### src/rtl/adc_sampler.sv
// rtl/adc_sampler.sv - periodic serial ADC reader with sign-magnitude output
//
// Each sample tick starts one 16-bit read from the ADC over cs_n/sclk/sdo.
// The word is converted from two's complement to sign-magnitude and presented
// on x together with a one-cycle x_valid strobe. Every output is registered.
module adc_sampler #(
   parameter int DIV    = 2,
   parameter int PERIOD = 256
) (
   input  logic        clk,
   input  logic        rst,
   input  logic        en,
   input  logic        adc_sdo,
   output logic        adc_cs_n,
   output logic        adc_sclk,
   output logic [15:0] x,
   output logic        x_valid,
   output logic        busy,
   output logic        overrun
);

   localparam int PW = (PERIOD > 1) ? $clog2(PERIOD) : 1;
   localparam int DW = (DIV > 1) ? $clog2(DIV) : 1;

   typedef enum logic [1:0] {
      S_IDLE  = 2'd0,
      S_SHIFT = 2'd1,
      S_DONE  = 2'd2
   } state_t;

   state_t      r_state;
   state_t      w_next;
   logic [PW-1:0] r_per;
   logic [DW-1:0] r_div;
   logic [4:0]  r_bit_cnt;
   logic [15:0] r_sh;
   logic        r_cs_n;
   logic        r_sclk;
   logic [15:0] r_x;
   logic        r_valid;
   logic        r_busy;
   logic        r_overrun;

   logic        w_tick;
   logic        w_div_end;
   logic        w_rise;
   logic        w_fall;
   logic        w_last;
   logic        w_cs_n_nxt;
   logic        w_busy_nxt;
   logic [15:0] w_neg;
   logic [15:0] w_conv;

   assign w_tick    = en && (r_per == PW'(PERIOD - 1));
   assign w_div_end = (r_div == DW'(DIV - 1));
   assign w_rise    = (r_state == S_SHIFT) && w_div_end && !r_sclk;
   assign w_fall    = (r_state == S_SHIFT) && w_div_end && r_sclk;
   // The falling toggle after the 16th rising edge ends the frame.
   assign w_last    = w_fall && (r_bit_cnt == 5'd16);

   // Free-running sample period counter; parked at zero while disabled.
   always_ff @(posedge clk) begin
      if (!rst) begin
         r_per <= '0;
      end else if (!en) begin
         r_per <= '0;
      end else if (r_per == PW'(PERIOD - 1)) begin
         r_per <= '0;
      end else begin
         r_per <= r_per + PW'(1);
      end
   end

   // State register plus the registered strobes derived from the next state.
   always_ff @(posedge clk) begin
      if (!rst) begin
         r_state <= S_IDLE;
         r_cs_n  <= 1'b1;
         r_busy  <= 1'b0;
      end else begin
         r_state <= w_next;
         r_cs_n  <= w_cs_n_nxt;
         r_busy  <= w_busy_nxt;
      end
   end

   // Next-state logic; chip select and busy follow the state being entered.
   always_comb begin
      w_next     = r_state;
      w_cs_n_nxt = 1'b1;
      w_busy_nxt = 1'b0;
      case (r_state)
         S_IDLE: begin
            if (w_tick) begin
               w_next = S_SHIFT;
            end
         end
         S_SHIFT: begin
            if (w_last) begin
               w_next = S_DONE;
            end
         end
         S_DONE: begin
            w_next = S_IDLE;
         end
         default: begin
            w_next = S_IDLE;
         end
      endcase
      w_cs_n_nxt = (w_next != S_SHIFT);
      w_busy_nxt = (w_next != S_IDLE);
   end

   // sclk half-period divider; only runs while shifting.
   always_ff @(posedge clk) begin
      if (!rst) begin
         r_div <= '0;
      end else if (r_state != S_SHIFT || w_div_end) begin
         r_div <= '0;
      end else begin
         r_div <= r_div + DW'(1);
      end
   end

   // Serial clock: toggles at each divider wrap, forced low outside SHIFT.
   always_ff @(posedge clk) begin
      if (!rst) begin
         r_sclk <= 1'b0;
      end else if (r_state != S_SHIFT) begin
         r_sclk <= 1'b0;
      end else if (w_div_end) begin
         r_sclk <= ~r_sclk;
      end
   end

   // Counts sclk rising edges within the current frame.
   always_ff @(posedge clk) begin
      if (!rst) begin
         r_bit_cnt <= '0;
      end else if (r_state == S_IDLE) begin
         r_bit_cnt <= '0;
      end else if (w_rise) begin
         r_bit_cnt <= r_bit_cnt + 5'd1;
      end
   end

   // Capture sdo MSB first on every sclk rising edge.
   always_ff @(posedge clk) begin
      if (!rst) begin
         r_sh <= '0;
      end else if (w_rise) begin
         r_sh <= {r_sh[14:0], adc_sdo};
      end
   end

   // Two's complement to sign-magnitude; the most negative code saturates.
   always_comb begin
      w_neg  = 16'(~r_sh + 16'd1);
      w_conv = r_sh;
      if (r_sh[15]) begin
         if (r_sh == 16'h8000) begin
            w_conv = 16'hFFFF;
         end else begin
            w_conv = {1'b1, w_neg[14:0]};
         end
      end
   end

   // Output sample register and its one-cycle valid strobe.
   always_ff @(posedge clk) begin
      if (!rst) begin
         r_x     <= '0;
         r_valid <= 1'b0;
      end else if (r_state == S_DONE) begin
         r_x     <= w_conv;
         r_valid <= 1'b1;
      end else begin
         r_valid <= 1'b0;
      end
   end

   // Sticky flag for ticks that arrive while a conversion is in progress.
   always_ff @(posedge clk) begin
      if (!rst) begin
         r_overrun <= 1'b0;
      end else if (w_tick && r_state != S_IDLE) begin
         r_overrun <= 1'b1;
      end
   end

   assign adc_cs_n = r_cs_n;
   assign adc_sclk = r_sclk;
   assign x        = r_x;
   assign x_valid  = r_valid;
   assign busy     = r_busy;
   assign overrun  = r_overrun;

endmodule

### config.mk
export PLATFORM = sky130hd
export DESIGN_NAME = adc_sampler
export DESIGN_NICKNAME = d
export VERILOG_FILES = /design/src/rtl/adc_sampler.sv
export SDC_FILE = /design/constraint.sdc
export NUM_CORES = 1
export LEC_CHECK = 0
export ABC_AREA = 1
export CORE_MARGIN = 1
export CORE_UTILIZATION = 40
export CTS_CLUSTER_SIZE = 8
export DETAILED_ROUTE_END_ITERATION = 10
export GPL_TIMING_DRIVEN = 0
export PLACE_DENSITY_LB_ADDON = 0.2
export SLEW_MARGIN = 0
export SYNTH_ARGS = -nofsm -noshare
export SYNTH_HDL_FRONTEND = slang
export SYNTH_SLANG_ARGS = --single-unit
### constraint.sdc
create_clock -name clk -period 2.6 [get_ports clk]
set_clock_uncertainty 0.05 [all_clocks]
set_input_delay 0.26 -clock clk [delete_from_list [all_inputs] [get_ports clk]]
set_output_delay 0.26 -clock clk [all_outputs]
set_load 0.02 [all_outputs]
==> results by group, run 1 <==
Floorplan
  • Core area: 0.00561 mm2
  • Cell Rows: 27
  • Die Area: between 0.006 and 0.007 mm2
  • Die Ht: approximately 79 um
  • Initial Utilization: between 40% and 50%
  • Die X: 78.7 um
  • Num ports: 25

Final layout
  • Flip-flop and latch area: 0.00106 mm2
  • Final Util: 49.8%
  • Area of the multi-input gates: 0.00109 mm2
  • Layout area overhead: 18.4%
  • Share of cells above drive strength 1: around 10%
  • Layout Nets: approximately 350
  • Fin cells: 412
  • Fill cell count: 595
  • Most common cell after layout, fill and taps aside: dfxtp_1
  • Most frequent cells in the layout: dfxtp_1, nand2_1, inv_1
  • Ant. Diodes: 0

Worst setup path
  • CP endpoint kind: primary output
  • CP max stage delay: 0.62 ns
  • Crit path DAT: 1.29 ns
  • Worst path slowest cell: clkdlybuf4s50_1
  • Crit Path Category: reg -> out
  • CP Buf/Inv Count: 1
  • Crit path max fanout: 4
  • Worst Setup Start Kind: flop
  • Reg-to-reg startpoint: r_sh[0]
  • CP Cell Sequence: clkdlybuf4s50_1
  • Critical Path RT: 2.29 ns
  • Critical path launch point: adc_sclk
  • Delay-heaviest family, CP: buffers and inverters

Place
  • HPWL after DPL: 3500 um
  • Number of port buffers: 24
  • Post-Place Cells: 405
  • Global placer's final weighted congestion: between 0.8 and 0.9

Timing
  • Headroom to the max-slew limit: a little over two thirds
  • Final setup fails: 0
  • Setup TNS: 0 ns
  • Hold Fails Final Rpt: 0
  • Fin crit share: 61.5%
  • Max-slew violations: 0
  • Minimum clock period after layout: 1.60 ns
  • Slew @ Worst Pin: 0.452 ns
  • RSZ-0062 raised after global routing: false
  • Fmax: 626 MHz

Global route
  • Largest net degree at the start of global routing: 16
  • Initial antenna violation count: 0
  • Global route overflow: 0
  • Total track usage: 17.0%
  • First-pass GRT wire length: 8330 um
  • Number of global-route vias before repair: 1789

Clock tree
  • CTS tree: yes
  • CTS max path bufs: 2
  • Clk_lat worst skew: 0.30 ns
  • Num Clock Sinks: 53
  • Root buf cell: clkbuf_8
  • CTS Buf Count: 5
  • Setup Buffers After CTS: 0
  • Clk slew on worst S/H paths: 0.09 ns
  • Hold_buf cts: 0
  • CTS resizes: 0
  • H-tree depth: 2

Route
  • DR WL/cell: ~12 um
  • DRC violations left: 0
  • DRT antenna net count: 0
  • WL final: approximately 4800 um
  • DR vias: 2000
  • Initial DRC Count: 101
  • DRT Pass-1 Iters: 4
  • Via density: 4.85

Flow run
  • Max Cap Viol: 0

Power and ir drop
  • Power Total: 1.38 mW
  • Peak VDD IR: 0.324 mV
  • Pwr dens: 494 mW/mm2
  • LEAKAGE: 1.13 nW

Synthesis
  • Synth area leaders: dfxtp_1, o21ai_0, nand2_1
  • Seq cells post-synth: 53
  • Async SR Flop Fraction: 0%
  • Distinct cell type count after synthesis: 33
  • Post-synth EDFFs: 0
  • Cell area after synthesis: approximately 0.0024 mm2
  • Syn Area/Cell: 7.62 um2
  • Synthesized Nets: 317
  • Post-synth top area cell: dfxtp_1
  • Top cell type's share of synthesized area: 45.0%
  • Cells after Synth: 309
  • Sequential element share of the synthesized area: 45.0%
  • Ys flop type: dfxtp_1
  • Yosys warning count: 0

Hold path
  • Min-delay src: r_per[0]
  • Worst Hold Class: reg -> reg

Outcome
  • Status: completed
==> cell usage after synthesis, types with 6 or more instances <==
| cell type | n |
|---|---|
| nor2_1 | 35 |
| nand2_1 | 43 |
| inv_1 | 38 |
| dfxtp_1 | 53 |
| nor3_1 | 6 |
| nand3_1 | 13 |
| xor2_1 | 9 |
| o21ai_0 | 35 |
| nand3_2 | 6 |
| a21oi_1 | 29 |
==> final timing paths <==
| path | slack [ns] | cells after the start | end |
|---|---|---|---|
| worst max-delay path | 1.00 | 1 | adc_sclk |
| worst min-delay path | 0.40 | 1 | r_per[0] |
| worst max register to register | 1.10 | 9 | x[9] |
| worst min register to register | 0.40 | 1 | r_per[0] |
==> cell type report <==
class / count / share of cell area [%]
multi-input cells: 205 / 39.1
flip-flops and latches: 53 / 38.0
repair buffers: 24 / 8.61
inverters: 42 / 5.74
well taps: 72 / 3.23
clock buffers: 5 / 2.47
plain buffers: 9 / 1.52
clock inverters: 2 / 1.26
==> worst reg2reg max path, delay by kind of cell (launching register included) <==
| kind | cells | cell delay, ns |
|---|---|---|
| adder cells (fa/ha/maj) | 1 | 0.23 |
| buffers and inverters | 2 | 0.19 |
| flip-flops | 1 | 0.31 |
| AND/OR/NAND/NOR | 6 | 0.66 |
==> per-stage QoR <==
stage | area [um2] | worst slack (ns) | hold slack, ns
CTS | 2790 | 0.989 | 0.409
finish | 2790 | 1.00 | 0.405
global route | 2790 | 0.944 | 0.444
detailed placement | 2690 | 0.792 | 0.393
global placement | 2690 | 0.770 | 0.379
floorplan | 2360 | 1.28 | 0.368
==> routing by layer <==
metal | GRT usage (%) | wire, um | vias to the layer above
met5 | 0 | 0 | -
met2 | 27.0 | 2060 | 44
met4 | 5.00 | 68 | 0
met3 | 3.79 | 260 | 9
met1 | 23.0 | 2380 | 889
li1 | - | - | 1058
==> report_power, final <==
group / internal [mW] / switching (mW)
Combinational: 0.00902 / 0.0162
Sequential: 0.812 / 0.000942
Clock: 0.280 / 0.260
==> sequential cells by signal, indices dropped and copies added, names as in the netlist, 2 cells and up <==
register and count:
r_state 2, r_bit_cnt 5, r_sh 16, r_per 8, x 16
==> kinds of logic after synthesis <==
family | Yosys count | synth area share [%]
buffers and inverters | 51 | 8.60
adder cells (fa/ha/maj) | 4 | 2.12
XOR/XNOR | 10 | 3.72
AND/OR/NAND/NOR | 119 | 24.5
flip-flops | 53 | 45.0
AO/OA/AOI/OAI | 72 | 16.0
No activity file was read; power rests on OpenSTA's default activity.
==> run 2: changes to the inputs <==
==> constraint.sdc (replaced) <==
create_clock -name clk -period 1.6 [get_ports clk]
set_clock_uncertainty 0.05 [all_clocks]
set_input_delay 0.16 -clock clk [delete_from_list [all_inputs] [get_ports clk]]
set_output_delay 0.16 -clock clk [all_outputs]
set_load 0.02 [all_outputs]
==> run 2 against run 1 <==
Effect of this change:
- register-to-register slack got worse by 0.93 ns
- total power is 62% higher
- sequential share of layout area shrank 0.30 points
- routed wire length down 0.23%
- clock power is 62% higher
- clock-buffer cell count unchanged
- sequential power is 62% higher
- global-route usage is the same
- critical endpoint unchanged
- largest cell class unchanged
==> results by group, run 2 (synthesis gave the netlist of run 1 again) <==
Floorplan
  • Cell Rows: 27 (unchanged)
  • Die X: 78.7 um (unchanged)
  • Die Area: 0.00620 mm2 (unchanged)
  • Num ports: 25 (unchanged)
  • Initial Utilization: 42.0% (unchanged)
  • Die Ht: 78.7 um (unchanged)
  • Core area: 0.00561 mm2 (unchanged)

Worst setup path
  • FF-to-FF path depth: 9 (unchanged)
  • Crit path DAT: 1.29 ns (about the same)
  • CP max stage delay: 0.62 ns (about the same)
  • Critical Path RT: 1.39 ns (-0.90 ns)
  • Reg-to-reg startpoint: r_sh[1]
  • Crit path max fanout: 4 (unchanged)
  • Worst Setup Start Kind: flop
  • Crit Path Category: reg -> out
  • CP Buf/Inv Count: 1 (unchanged)
  • Delay-heaviest family, CP: buffers and inverters
  • CP Cell Sequence: clkdlybuf4s50_1
  • Worst path slowest cell: clkdlybuf4s50_1
  • R2r endpoint: x[9]
  • CP endpoint kind: primary output
  • R2r setup slk: 0.17 ns (-0.93 ns)

Hold path
  • Hold Path Stages: 1 (unchanged)
  • Worst Hold Class: reg -> reg
  • Min-delay src: r_per[0]
  • Min-Delay Endpoint: r_per[0]

Final layout
  • Share of cells above drive strength 1: 11.2% (+1.2 points)
  • Most frequent cells in the layout: dfxtp_1, nand2_1, inv_1
  • Layout area overhead: 19.4%
  • Most common cell after layout, fill and taps aside: dfxtp_1
  • Layout Nets: 348 (unchanged)
  • Fill cell count: 594 (-0.17%)
  • Ant. Diodes: 0 (unchanged)

Timing
  • Headroom to the max-slew limit: 70.5% (+0.58 points)
  • Slew @ Worst Pin: 0.443 ns (-0.00868 ns)
  • Minimum clock period after layout: 1.50 ns
  • Setup TNS: 0 ns (unchanged)
  • Final setup fails: 0 (unchanged)
  • Max-slew violations: 0 (unchanged)
  • RSZ-0062 raised after global routing: false
  • Fin crit share: 93.6%
  • Hold Fails Final Rpt: 0 (unchanged)
  • WHS: 0.405 ns (-0.0000520 ns)
  • Fmax: 668 MHz

Global route
  • Initial antenna violation count: 0 (unchanged)
  • First-pass GRT wire length: 8330 um (unchanged)
  • Number of global-route vias before repair: 1789 (unchanged)
  • Total track usage: 17.0% (unchanged)
  • Largest net degree at the start of global routing: 16 (unchanged)
  • Global route overflow: 0 (unchanged)

Power and ir drop
  • Power Total: 2.24 mW (+62%)
  • Pwr dens: 795 mW/mm2 (+61%)
  • Peak VDD IR: 0.522 mV (+61%)
  • LEAKAGE: 1.14 nW (+0.43%)

Route
  • Via density: 4.86 (+0.10%)
  • DRT antenna net count: 0 (unchanged)
  • Initial DRC Count: 101 (unchanged)
  • DRC violations left: 0 (unchanged)
  • WL final: 4760 um (-0.23%)
  • DRT Pass-1 Iters: 4 (unchanged)
  • DR vias: 2002 (+0.10%)
  • DR WL/cell: 11.5 um (-0.23%)

Clock tree
  • H-tree depth: 2 (unchanged)
  • Num Clock Sinks: 53 (unchanged)
  • Clk slew on worst S/H paths: 0.09 ns (about the same)
  • Hold_buf cts: 0 (unchanged)
  • Root buf cell: clkbuf_8
  • CTS Buf Count: 5 (unchanged)
  • CTS max path bufs: 2 (unchanged)
  • CTS tree: yes
  • Clk_lat worst skew: 0.30 ns (about the same)

Place
  • Number of port buffers: 24 (unchanged)
  • HPWL after DPL: 3500 um (unchanged)
  • Global placer's final weighted congestion: 0.840 (unchanged)

Outcome
  • Status: completed

Flow run
  • Max Cap Viol: 0 (unchanged)
-- run 2: per-layer routing --
layer	wire, um	vias to the layer above	global-route usage [%]
met5	0	-	0
met1	2450	900	23.0
met3	178	7	3.79
met2	2080	36	27.0
met4	53	0	5.00
li1	-	1059	-
-- run 2: layout make-up --
class	count	area (um2)	share of cell area [%]
buffer	9	42.5	1.51
clock buffer	5	68.8	2.45
clock inverter	2	35.0	1.25
inverter	42	160	5.69
multi-input combinational	205	1110	39.6
sequential	53	1060	37.7
tap	72	90.1	3.20
timing repair buffer	24	240	8.54
-- run 2: where the power goes --
part	internal [mW]	switching, mW	total (mW)
clock network	0.455	0.418	0.874
logic	0.0147	0.0263	0.0410
registers	1.32	0.00153	1.32
-- run 2: what timing repair did --
item                       in CTS  in global routing
resized for setup               0                  6
buffers inserted                0                  0
setup endpoints to repair       0                  5
-- run 2: worst max-delay path by stage --
stage               cells after the start  startpoint  slack, ns           end
floorplan                               8    r_per[0]       0.28      r_per[4]
global placement                        5         rst      -0.13  r_bit_cnt[0]
detailed placement                      5         rst      -0.11  r_bit_cnt[0]
CTS                                     1    adc_sclk       0.09      adc_sclk
global route                            8     r_sh[2]       0.01         x[13]
finish                                  1    adc_sclk       0.10      adc_sclk
-- run 2: per-stage QoR --
| step | utilization [%] | instances | setup WS (ns) | area (um2) |
|---|---|---|---|---|
| CTS | 49.8 | 412 | 0.0886 | 2790 |
| detailed placement | 47.9 | 405 | -0.108 | 2690 |
| global placement | 47.9 | 405 | -0.130 | 2690 |
| floorplan | - | 309 | 0.283 | 2360 |
| finish | 50.2 | 412 | 0.102 | 2810 |
| global route | 50.2 | 412 | 0.0138 | 2810 |
